===== src/rtl/gb_csr_ram_responder.sv =====
// rtl/gb_csr_ram_responder.sv - Ghostbus responder: CSR bank plus RAM window
// Decodes one aligned address window and returns read data a fixed number of cycles after the read strobe.
module gb_csr_ram_responder #(
    parameter logic [23:0] BASE_ADDR  = 24'h000100,
    parameter int          WIN_AW     = 6,
    parameter logic [31:0] ID_VALUE   = 32'h6b505201,
    parameter int          CTRL_DW    = 8,
    parameter int          RAM_AW     = 4,
    parameter int          RAM_DW     = 8,
    parameter int          READ_DELAY = 3
) (
    input  logic               gb_clk,
    input  logic               gb_rst,
    input  logic [23:0]        gb_addr,
    input  logic [31:0]        gb_wdata,
    input  logic               gb_wen,
    input  logic               gb_rstb,
    output logic [31:0]        gb_rdata,
    output logic [CTRL_DW-1:0] ctrl,
    output logic               strobe,
    input  logic [31:0]        status_in
);

    localparam logic [WIN_AW-1:0] OFF_ID      = WIN_AW'(0);
    localparam logic [WIN_AW-1:0] OFF_SCRATCH = WIN_AW'(1);
    localparam logic [WIN_AW-1:0] OFF_CTRL    = WIN_AW'(2);
    localparam logic [WIN_AW-1:0] OFF_STROBE  = WIN_AW'(3);
    localparam logic [WIN_AW-1:0] OFF_WRCNT   = WIN_AW'(4);
    localparam logic [WIN_AW-1:0] OFF_RDCNT   = WIN_AW'(5);
    localparam logic [WIN_AW-1:0] OFF_STATUS  = WIN_AW'(6);
    localparam int                RAM_WORDS   = 2 ** RAM_AW;

    logic              hit;
    logic [WIN_AW-1:0] off;
    logic              is_ram;
    logic [RAM_AW-1:0] ram_idx;
    logic              wr;
    logic              rd;

    logic [31:0]        scratch_q, scratch_d;
    logic [CTRL_DW-1:0] ctrl_q, ctrl_d;
    logic               strobe_q, strobe_d;
    logic [15:0]        wr_cnt_q, wr_cnt_d;
    logic [15:0]        rd_cnt_q, rd_cnt_d;
    logic [31:0]        rd_data_d;
    logic [31:0]        pipe_q [READ_DELAY];
    logic [RAM_DW-1:0]  ram_q [RAM_WORDS];

    assign hit     = (gb_addr[23:WIN_AW] == BASE_ADDR[23:WIN_AW]);
    assign off     = gb_addr[WIN_AW-1:0];
    assign is_ram  = off[WIN_AW-1];
    assign ram_idx = off[RAM_AW-1:0];
    assign wr      = gb_wen & hit;
    assign rd      = gb_rstb & hit;

    // Read data is selected from pre-write state, giving read-before-write on collisions.
    always_comb begin
        rd_data_d = 32'h0;
        if (rd) begin
            if (is_ram) begin
                rd_data_d = 32'(ram_q[ram_idx]);
            end else begin
                case (off)
                    OFF_ID:      rd_data_d = ID_VALUE;
                    OFF_SCRATCH: rd_data_d = scratch_q;
                    OFF_CTRL:    rd_data_d = 32'(ctrl_q);
                    OFF_WRCNT:   rd_data_d = 32'(wr_cnt_q);
                    OFF_RDCNT:   rd_data_d = 32'(rd_cnt_q);
                    OFF_STATUS:  rd_data_d = status_in;
                    default:     rd_data_d = 32'h0;
                endcase
            end
        end
    end

    always_comb begin
        scratch_d = scratch_q;
        ctrl_d    = ctrl_q;
        strobe_d  = 1'b0;
        wr_cnt_d  = wr_cnt_q;
        rd_cnt_d  = rd_cnt_q;
        if (wr) begin
            wr_cnt_d = wr_cnt_q + 16'd1;
            if (!is_ram) begin
                case (off)
                    OFF_SCRATCH: scratch_d = gb_wdata;
                    OFF_CTRL:    ctrl_d    = gb_wdata[CTRL_DW-1:0];
                    OFF_STROBE:  strobe_d  = 1'b1;
                    default:     ;
                endcase
            end
        end
        if (rd) begin
            rd_cnt_d = rd_cnt_q + 16'd1;
        end
    end

    always_ff @(posedge gb_clk) begin
        if (gb_rst) begin
            scratch_q <= 32'h0;
            ctrl_q    <= '0;
            strobe_q  <= 1'b0;
            wr_cnt_q  <= 16'h0;
            rd_cnt_q  <= 16'h0;
        end else begin
            scratch_q <= scratch_d;
            ctrl_q    <= ctrl_d;
            strobe_q  <= strobe_d;
            wr_cnt_q  <= wr_cnt_d;
            rd_cnt_q  <= rd_cnt_d;
        end
    end

    // Idle stages carry zero so the output can be OR-combined with other responders.
    always_ff @(posedge gb_clk) begin
        if (gb_rst) begin
            for (int i = 0; i < READ_DELAY; i++) begin
                pipe_q[i] <= 32'h0;
            end
        end else begin
            pipe_q[0] <= rd_data_d;
            for (int i = 1; i < READ_DELAY; i++) begin
                pipe_q[i] <= pipe_q[i-1];
            end
        end
    end

    always_ff @(posedge gb_clk) begin
        if (wr && is_ram && !gb_rst) begin
            ram_q[ram_idx] <= gb_wdata[RAM_DW-1:0];
        end
    end

    assign gb_rdata = pipe_q[READ_DELAY-1];
    assign ctrl     = ctrl_q;
    assign strobe   = strobe_q;

endmodule


===== config.mk =====
export PLATFORM = sky130hd
export DESIGN_NAME = gb_csr_ram_responder
export DESIGN_NICKNAME = d
export VERILOG_FILES = /design/src/rtl/gb_csr_ram_responder.sv
export SDC_FILE = /design/constraint.sdc
export NUM_CORES = 1
export LEC_CHECK = 0
export CAP_MARGIN = 20
export CORE_UTILIZATION = 46
export DETAILED_ROUTE_END_ITERATION = 16
export GPL_ROUTABILITY_DRIVEN = 0
export PLACE_DENSITY = 0.68
export SYNTH_ARGS = -nofsm -noshare
export SYNTH_HDL_FRONTEND = slang
export SYNTH_SLANG_ARGS = --single-unit

===== constraint.sdc =====
create_clock -name gb_clk -period 4.05 [get_ports gb_clk]
set_input_delay 0.81 -clock gb_clk [delete_from_list [all_inputs] [get_ports gb_clk]]
set_output_delay 0.81 -clock gb_clk [all_outputs]
set_load 0.005 [all_outputs]

# Yosys cells after proc, flatten, opt, wreduce, memory -nomap -nowiden
# Memories as Yosys holds them, arrays and structs flattened.
# Cells that the tools add are included.
# word_totals
ram_bits,224
wordCells,42
out_inout_bits,41
regBits,73
memories,2
# classes
eq_ne,7
add_sub_neg,2
n_reduce_logical,7
mux,12
bitwise_logic,7
# memory_table
memory,words,word_bits,read_ports,rd_ports_with_merged_regs,write_ports,line_no,text
ram_q,16,8,1,0,1,47,logic [RAM_DW-1:0] ram_q [RAM_WORDS];
pipe_q,3,32,3,0,3,46,logic [31:0] pipe_q [READ_DELAY];
# op_table
op,count
$pmux W32 S6,1
$mux W32,5
$add A16 B1 Y16 const B,2
$eq A18 B3 Y1 const B,1
$eq A6 B3 Y1 const B,3
$eq A6 B2 Y1 const B,2
$eq A6 B1 Y1 const B,1
$logic_not A6 Y1,1
$mux W1,6
$reduce_and A3 Y1,2
$or A1 B1 Y1,3
$reduce_or A3 Y1,1
$and A1 B1 Y1,2
$logic_and A1 B1 Y1,2
$not A1 Y1,2
$logic_not A1 Y1,1

# Longest topological paths before layout
# Gate-level depths: netlist (run 1).
# depth
word_depth,6
mapped_depth,8

# Worst setup path after synthesis (run 1)
# No wires, ideal clock.
# synth_path
kind,input -> register
start,in gb_addr[7]
end,"mem ram_q[11][0], enable pin"
slack_ns,0.910
cell_stages,6
required_time_ns,3.667
t_arrival_ns,2.757
n_path_buf,2
cell_sequence,nor4b_4 nand3_1 or3_1 clkbuf_1 clkbuf_1 nor3_1
# synth_between
elab_chain_cells,6
# synth_rtl
item,line_no,text
"start, declared",14,"input logic [23:0] gb_addr,"
$eq A18 B3 Y1,49,assign hit = (gb_addr[23:WIN_AW] == BASE_ADDR[23:WIN_AW]);
$and A1 B1 Y1,53,assign wr = gb_wen & hit;
$logic_and A1 B1 Y1 (2 in series),129,if (wr && is_ram && !gb_rst) begin
$mux W1,129,
$mux W1 (implied by the code),130,ram_q[ram_idx] <= gb_wdata[RAM_DW-1:0];
"end, declared",47,
# No other way between the ends.

# Worst setup path in the final report (run 1)
# layout_path
start,in gb_addr[7]
end,"mem ram_q[0][5], enable pin"
# The elaborated chain is that of the path after synthesis.

==> reports/metrics.cfg, run 1 <==
[status]
outcome = finished clean

[global_route]
use_met3 = 0.04350
grtUsageMet1 = 0.2813
grt_pass1_vias = 7112
gr-usage-met2 = 0.3381
grt-ovfl-total = 0
antenna_found_initial = 0
grt_first_pass_wirelength_mm = 40.34
track_usage = 0.2070
grt_most_used_layer = met2
grt_max_degree = 109

[logic_synthesis]
yosys.area.top_type_share = 0.3390
yosysTopAreaCell = edfxtp_1
synth.yosys.warnings = 0
async_flop_share = 0
synth_ff_type = dfxtp_1
synth.avg_cell_area_um2 = 12.50
synth-edff-count = 128
synthCells = 907
synth_fp_nets = 1001
ys_ff_latch = 297
synth_area_um2 = 11340
yosysUniqueCellTypes = 48
synthTopCellsByArea = edfxtp_1 34%, dfxtp_1 30%, mux4_2 6.4%
ys_seq_area_frac = 0.6373

[critical_path]
worst-path-buf-inv = 1
slowest_stage = nor2_1
start_kind = input port
path_delay_family = simple AND/OR/NAND/NOR gates
crit_fanout = 8
cp_data_required_time_ns = 4.23
path_cells = clkdlybuf4s50_1 > nor4b_4 > nand3_1 > or3_1 > or3_1 > nor2_1
endpoint_kind = flip-flop
cp_data_arrival_time_ns = 3.36
worstSetupPathType = input port to flip-flop
crit_top_cell = or3_1
max_stage_delay_ns = 0.56

[sta]
drv_slew = 0
tightest_slew_ns = 1.063
finalSetupViolations = 0
clock_skew_ns = 0.01688
rsz0062_at_grt = false
hold_viol = 0
fin_crit_sh = 0.7858
fmax_mhz = 314.2
setup_tns_ns = 0
slew-limit-headroom = 0.2911
final.min_clock_period_ns = 3.182

[detailed_routing]
wl_per_cell_um = 19.17
vias = 7296
vias_per_cell = 5.361
drt_wl_total_mm = 26.08
drt_iter0_drc = 592
ant_nets = 0
drc = 0
drt_pre_antenna_iters = 7

[cells_and_area]
final_core_util = 0.5737
fin_nets = 1107
drive_gt1_frac = 0.1205
layout_commonest_cell = dfxtp_1
mostFrequentLayoutCells = 169 x dfxtp_1, 130 x clkdlybuf4s50_1, 128 x edfxtp_1, 88 x nand2_1, 68 x nor2b_1
diodes = 0
syn2layout_area_growth_pct = 22.69
layoutNonFillerInstCount = 1361

[power]
power_density_nw_per_um2 = 455.7
vdd_ir_drop_max_mv = 0.3712
p_leak_uw = 0.004535

[flow_run]
maxCapViolCount = 0

[floorplanning]
die_h_um = 159.0
num_io_pins = 133
fp.dieArea_um2 = 25280
coreArea_um2 = 24250
row_count = 57
die_x_um = 159.0
initial_core_util = 0.4676

[placed_design]
io_buffers = 132
dp_hpwl_mm = 17.29
dpl.cell_count = 1305

[clocking]
cts_tree = done
postCtsHoldBufs = 0
root_buffer = clkbuf_16
cts_buffer_depth = 3
ctsResizeCount = 0
htreeDepth = 1
clock_sinks = 297
clk_latency_ns = 0.55
cts_buffers = 30
cts_setup_buffers = 0
clkTransAtPathRegs_ns = 0.06

[worst_hold_path]
hold_class = flip-flop to flip-flop

==> routing by layer <==
layer / wire [um] / share of wire
met5: 0 / 0
met4: 605 / 0.023
met3: 1699 / 0.065
met2: 12310 / 0.47
met1: 11470 / 0.44
==> Yosys cell counts, types with 2 or more instances <==
cell      number
ha_1           2
and3_1         6
a22o_1        15
nor4_4         3
inv_1          8
or3_1          9
nand3b_1       5
a21oi_1       56
nor3_1        18
nand4_1        6
nor2_1        54
nand3_1       12
dfxtp_1      169
a21bo_1        3
xnor2_1       17
nand2_1       88
or2_2          2
nand2b_1       3
clkbuf_1      38
a41oi_1        7
nor4_1        13
xor2_1         4
buf_4         33
o21ai_0        4
and4_1         3
mux2i_1       13
and2_1         4
a221oi_1       2
edfxtp_1     128
mux4_2        32
buf_2         14
a22oi_1       43
nor2b_1       68
o21ai_1       11
==> through the flow <==
step                      power, uW  instance area (um2)  hold slack, ns  setup WS (ns)
final                          6339                13910          0.4282         0.8676
after global routing           6520                13910          0.4452         0.7072
after CTS                      6387                13910          0.4319         0.8539
after detailed placement       3444                12820          0.4218         0.2840
after global placement         3442                12820          0.4171         0.4142
after floorplan                3287                11340          0.4138         0.9099
==> worst paths after layout <==
path         cells past startpoint  slack (ns)           from             to
max                              6        0.87     gb_addr[7]    ram_q[0][5]
min                              1        0.43  pipe_q[0][36]  pipe_q[0][68]
max reg2reg                      6        2.08    wr_cnt_q[0]   wr_cnt_q[14]
min reg2reg                      1        0.43  pipe_q[0][36]  pipe_q[0][68]
==> cell families (layout without fill, tap and decap cells) <==
family / Yosys count / count (layout) / synth area share
AO/OA/AOI/OAI: 144 / 144 / 0.08331
flip-flops: 297 / 297 / 0.6373
adder cells (fa/ha/maj): 2 / 2 / 0.002206
multiplexers: 47 / 47 / 0.07702
XOR/XNOR: 21 / 21 / 0.01622
AND/OR/NAND/NOR: 301 / 301 / 0.1400
buffers and inverters: 95 / 225 / 0.04392
==> cell type report <==
cell class / count / area [um2]
clock inverter: 13 / 197.7
multi-input combinational: 515 / 3620
clock buffer: 43 / 892.1
tap: 324 / 405.4
fill: 1991 / 10340
timing repair buffer: 160 / 1536
inverter: 9 / 33.78
sequential: 297 / 7227
==> flip-flops by register name, indices dropped and copies added (netlist names) <==
| name | count |
|---|---|
| ctrl | 8 |
| pipe_q | 96 |
| ram_q | 128 |
| rd_cnt_q | 16 |
| scratch_q | 32 |
| strobe | 1 |
| wr_cnt_q | 16 |
==> power by group <==
part	switching (uW)	internal (uW)	total (uW)
clock network	1110	1850	2960
registers	0.000188	3120	3120
logic	131	128	259
total	1250	5090	6340
==> worst register-to-register path: cells and delay by family (launching register included) <==
kind,cells,cell delay [ns]
and+or+nand+nor,4,1.13
DFF,1,0.43
adders and majority gates,1,0.21
AOI/OAI and AO/OA,1,0.14
(Power assumes the default switching activity.)
==> run 2: changes to the inputs <==
clock period = 3.02 ns   (was 4.05 ns; I/O delays follow)
==> run 2 against run 1 <==
First-iteration DRC count up 8.4%; register-to-register slack worse by 1.0 ns; wire length is 0.89% higher; clock skew increased by 0.0024 ns; combinational power grew 40%; final area increased by 0.96%; flip-flop and latch count did not move; critical path depth is 1 higher; hold slack improved by 0.0062 ns; clock power grew 26%; largest power group unchanged.
==> reports/metrics.cfg, run 2 (synthesis gave the netlist of run 1 again) <==
[status]
outcome = finished clean

[clocking]
clk_latency_ns = 0.56
ctsResizeCount = 0
htreeDepth = 1
clock_sinks = 297
cts_setup_buffers = 0
root_buffer = clkbuf_16
clkTransAtPathRegs_ns = 0.06
postCtsHoldBufs = 0
cts_buffers = 30
cts_buffer_depth = 3
cts_tree = done

[placed_design]
dpl.cell_count = 1328
io_buffers = 132
dp_hpwl_mm = 17.62

[critical_path]
r2r_end = wr_cnt_q[14]
cp_data_arrival_time_ns = 2.65
start_kind = input port
cp_data_required_time_ns = 3.27
timing.rr.start = wr_cnt_q[0]
rrSetupSlack_ns = 1.04
crit_fanout = 15
endpoint_kind = flip-flop
worstSetupPathType = input port to flip-flop
ff2ff_path_depth = 6

[worst_hold_path]
holdPathStages = 1
hold_class = flip-flop to flip-flop
holdPathEnd = pipe_q[0][51]
min_from = pipe_q[0][19]

[detailed_routing]
drc = 0
drt_wl_total_mm = 26.32
vias_per_cell = 5.311
wl_per_cell_um = 19.03
drt_iter0_drc = 642
drt_pre_antenna_iters = 5
vias = 7345
ant_nets = 0

[floorplanning]
num_io_pins = 133
coreArea_um2 = 24250
initial_core_util = 0.4676
die_h_um = 159.0
die_x_um = 159.0
fp.dieArea_um2 = 25280
row_count = 57

[flow_run]
maxCapViolCount = 0

[power]
vdd_ir_drop_max_mv = 0.5848
p_leak_uw = 0.004621
power_density_nw_per_um2 = 589.0

[sta]
rsz0062_at_grt = false
clock_skew_ns = 0.01924
slew-limit-headroom = 0.3808
fmax_mhz = 416.8
finalSetupViolations = 0
fin_crit_sh = 0.7945
final.min_clock_period_ns = 2.399
tightest_slew_ns = 0.9259
drv_slew = 0
holdWs_ns = 0.4344
setup_tns_ns = 0
hold_viol = 0

[cells_and_area]
fin_nets = 1130
layout_commonest_cell = dfxtp_1
largest_register_ffs = 128
largestRegisters = ram_q: 128 flops, pipe_q: 96 flops, scratch_q: 32 flops
top_register = ram_q
layoutNonFillerInstCount = 1383
drive_gt1_frac = 0.1388
syn2layout_area_growth_pct = 23.87
mostFrequentLayoutCells = 169 x dfxtp_1, 130 x clkdlybuf4s50_1, 128 x edfxtp_1, 88 x nand2_1, 68 x nor2b_1
diodes = 0

[global_route]
grt_max_degree = 74
antenna_found_initial = 0
grt-ovfl-total = 0
track_usage = 0.2095
grt_pass1_vias = 7254
grt_first_pass_wirelength_mm = 41.17

[run 2: worst max path at each step]
stage / start / to / slack [ns] / cells after the start
finish: gb_addr[11] / ram_q[14][7] / 0.62 / 7
global route: gb_addr[7] / ram_q[4][1] / 0.52 / 7
CTS: gb_addr[11] / ram_q[4][6] / 0.61 / 7
detailed placement: gb_addr[11] / ram_q[14][2] / 0.06 / 7
global placement: gb_addr[11] / ram_q[12][1] / 0.08 / 7
floorplan: gb_addr[7] / ram_q[11][0] / 0.09 / 6
[run 2: area by class of cell]
cell class	instances	area (um2)
Fill cell	2000	10200
Multi-Input combinational cell	515	3620
Sequential cell	297	7227
Clock inverter	12	132.6
Clock buffer	43	880.8
Timing Repair Buffer	183	1747
Inverter	9	33.78
Tap cell	324	405.4
[run 2: per-stage QoR]
step / cell area (um2) / setup WS, ns / utilization / total power [uW]
finish: 14050 / 0.6206 / 0.5793 / 8274
global placement: 13030 / 0.07620 / 0.5375 / 4627
global route: 14050 / 0.5155 / 0.5793 / 8507
CTS: 14050 / 0.6138 / 0.5793 / 8330
floorplan: 11340 / 0.08592 / - / 4408
detailed placement: 13030 / 0.05762 / 0.5375 / 4631
[run 2: report_power, final]
group          switching [uW]  total, uW  leakage, uW  internal, uW
Clock                    1530       3730     0.000492          2200
Combinational             180        362      0.00162           182
Sequential           0.000259       4180      0.00251          4180
[run 2: worst max-delay path, cell delays in order]
cell	delay (ns)
clkdlybuf4s50_1	0.44
nor4_4	0.30
nand3_1	0.15
or3_1	0.41
buf_4	0.23
nor3_1	0.29
buf_4	0.22
[run 2: per-layer routing]
metal | global-route usage | share of wire | vias to the layer above
met2 | 0.3483 | 0.48 | 222
li1 | - | - | 3512
met3 | 0.03490 | 0.060 | 45
met1 | 0.2840 | 0.44 | 3566
met5 | 0 | 0 | -
met4 | 0.05900 | 0.022 | 0
==> run 3: changes to the inputs <==
clock period = 2.3 ns   (was 3.02 ns; I/O delays follow)
==> run 3 against run 2 <==
First-iteration DRC count shrank 15%; global-route usage grew 0.17 points; sequential share of layout area shrank 2.4 points; wire length up 0.40%; worst setup slack worse by 0.51 ns; non-clock buffer count is 39 higher; critical path depth decreased by 1; clock power is 37% higher.
==> reports/metrics.cfg, run 3 (synthesis gave the netlist of run 1 again) <==
[global_route]
grt_pass1_vias = 7430
antenna_found_initial = 0
grt-ovfl-total = 0
grt_first_pass_wirelength_mm = 41.43
track_usage = 0.2112
grt_max_degree = 45

[detailed_routing]
drt_pre_antenna_iters = 5
vias_per_cell = 5.277
ant_nets = 0
drt_iter0_drc = 548
vias = 7515
drt_wl_total_mm = 26.42
wl_per_cell_um = 18.55
drc = 0

[floorplanning]
die_h_um = 159.0
die_x_um = 159.0
row_count = 57
initial_core_util = 0.4676
fp.dieArea_um2 = 25280
coreArea_um2 = 24250
num_io_pins = 133

[critical_path]
path_delay_family = simple AND/OR/NAND/NOR gates
cp_data_arrival_time_ns = 2.42
cp_data_required_time_ns = 2.53
setup.worst_path.end = ram_q[8][0]
timing.rr.start = wr_cnt_q[0]
worstSetupPathType = input port to flip-flop
max_stage_delay_ns = 0.44
endpoint_kind = flip-flop
crit_fanout = 8
rrSetupSlack_ns = 0.44
slowest_stage = clkdlybuf4s50_1
ff2ff_path_depth = 6
crit_start = gb_addr[17]
start_kind = input port
worst-path-buf-inv = 1
r2r_end = wr_cnt_q[14]
path_cells = clkdlybuf4s50_1 > nor4_4 > nand3_2 > or3_1 > or3_4 > nor2_4
crit_cells = 6

[cells_and_area]
diodes = 0
top_register = ram_q
mostFrequentLayoutCells = 169 x dfxtp_1, 130 x clkdlybuf4s50_1, 128 x edfxtp_1, 88 x nand2_1, 72 x buf_4
layout_commonest_cell = dfxtp_1
drive_gt1_frac = 0.1882
design_area_um2 = 14750
syn2layout_area_growth_pct = 30.04
fin_nets = 1170
n_fill_cell = 1909
final_core_util = 0.6082
largestRegisters = ram_q: 128 flops, pipe_q: 96 flops, scratch_q: 32 flops
largest_register_ffs = 128

[placed_design]
dp_hpwl_mm = 18.31
post_dp_cell_area_um2 = 13680
io_buffers = 132

[worst_hold_path]
min_from = pipe_q[0][31]
hold_class = flip-flop to flip-flop

[sta]
finalSetupViolations = 0
drv_slew = 0
slew-limit-headroom = 0.6866
clock_skew_ns = 0.01761
final.min_clock_period_ns = 2.191
tightest_slew_ns = 0.4691
rsz0062_at_grt = false
hold_viol = 0
fin_crit_sh = 0.9524
fmax_mhz = 456.5

[clocking]
clk_latency_ns = 0.55
ctsResizeCount = 0
cts_buffer_depth = 3
root_buffer = clkbuf_16
clkTransAtPathRegs_ns = 0.06
postCtsHoldBufs = 0
clock_sinks = 297
cts_buffers = 31
cts_tree = done
htreeDepth = 1
cts_setup_buffers = 0

[power]
p_leak_uw = 0.005001
power_density_nw_per_um2 = 755.7
vdd_ir_drop_max_mv = 0.9254

[flow_run]
maxCapViolCount = 0

[status]
outcome = finished clean

## run 3: cell types whose count changed in the layout (fill, tap and decap cells not counted), sizes merged
| cell | change |
|---|---|
| inv | +5 |
| clkinvlp | +1 |
| bufinv | +3 |
| clkbuf | -10 |
| buf | +39 |
| clkinv | +3 |
## run 3: per-stage QoR
stage / hold slack, ns / worst slack, ns / instances / power (uW) / TNS (ns)
floorplan: 0.4138 / -0.09830 / 907 / 5797 / -3.409
global placement: 0.4149 / -0.4460 / 1367 / 6132 / -72.45
detailed placement: 0.4204 / -0.4671 / 1367 / 6134 / -75.74
CTS: 0.4328 / 0.09194 / 1424 / 11230 / 0
global route: 0.4496 / 0.01725 / 1424 / 11490 / 0
finish: 0.4303 / 0.1095 / 1424 / 11140 / 0
## run 3: metal layers
metal | GRT usage | share of wire | vias to the layer above
li1 | - | - | 3596
met1 | 0.2859 | 0.44 | 3610
met2 | 0.3459 | 0.47 | 264
met3 | 0.03725 | 0.061 | 45
met4 | 0.06906 | 0.027 | 0
met5 | 0 | 0 | -
## run 3: how the worst min path moves through the flow
stage                          endpoint  slack (ns)  cells after the start
final                     pipe_q[0][63]        0.43                      1
after global routing       scratch_q[8]        0.45                      3
after CTS                 pipe_q[0][63]        0.43                      1
after detailed placement  pipe_q[0][54]        0.42                      1
after global placement    pipe_q[0][39]        0.41                      1
after floorplan           pipe_q[0][32]        0.41                      1
## run 3: area by class of cell
| class | count | area [um2] | share of cell area |
|---|---|---|---|
| Clock inverter | 24 | 287.8 | 0.01951 |
| Timing Repair Buffer | 222 | 2227 | 0.1510 |
| Sequential cell | 297 | 7227 | 0.4901 |
| Tap cell | 324 | 405.4 | 0.02749 |
| Inverter | 9 | 33.78 | 0.002291 |
| Clock buffer | 33 | 783.3 | 0.05311 |
| Multi-Input combinational cell | 515 | 3782 | 0.2565 |
## run 3: report_power, final
| part | leakage [uW] | switching (uW) | total (uW) | internal, uW |
|---|---|---|---|---|
| clock network | 0.000513 | 2060 | 5120 | 3060 |
| logic | 0.00198 | 253 | 528 | 275 |
| registers | 0.00251 | 0.000347 | 5490 | 5490 |
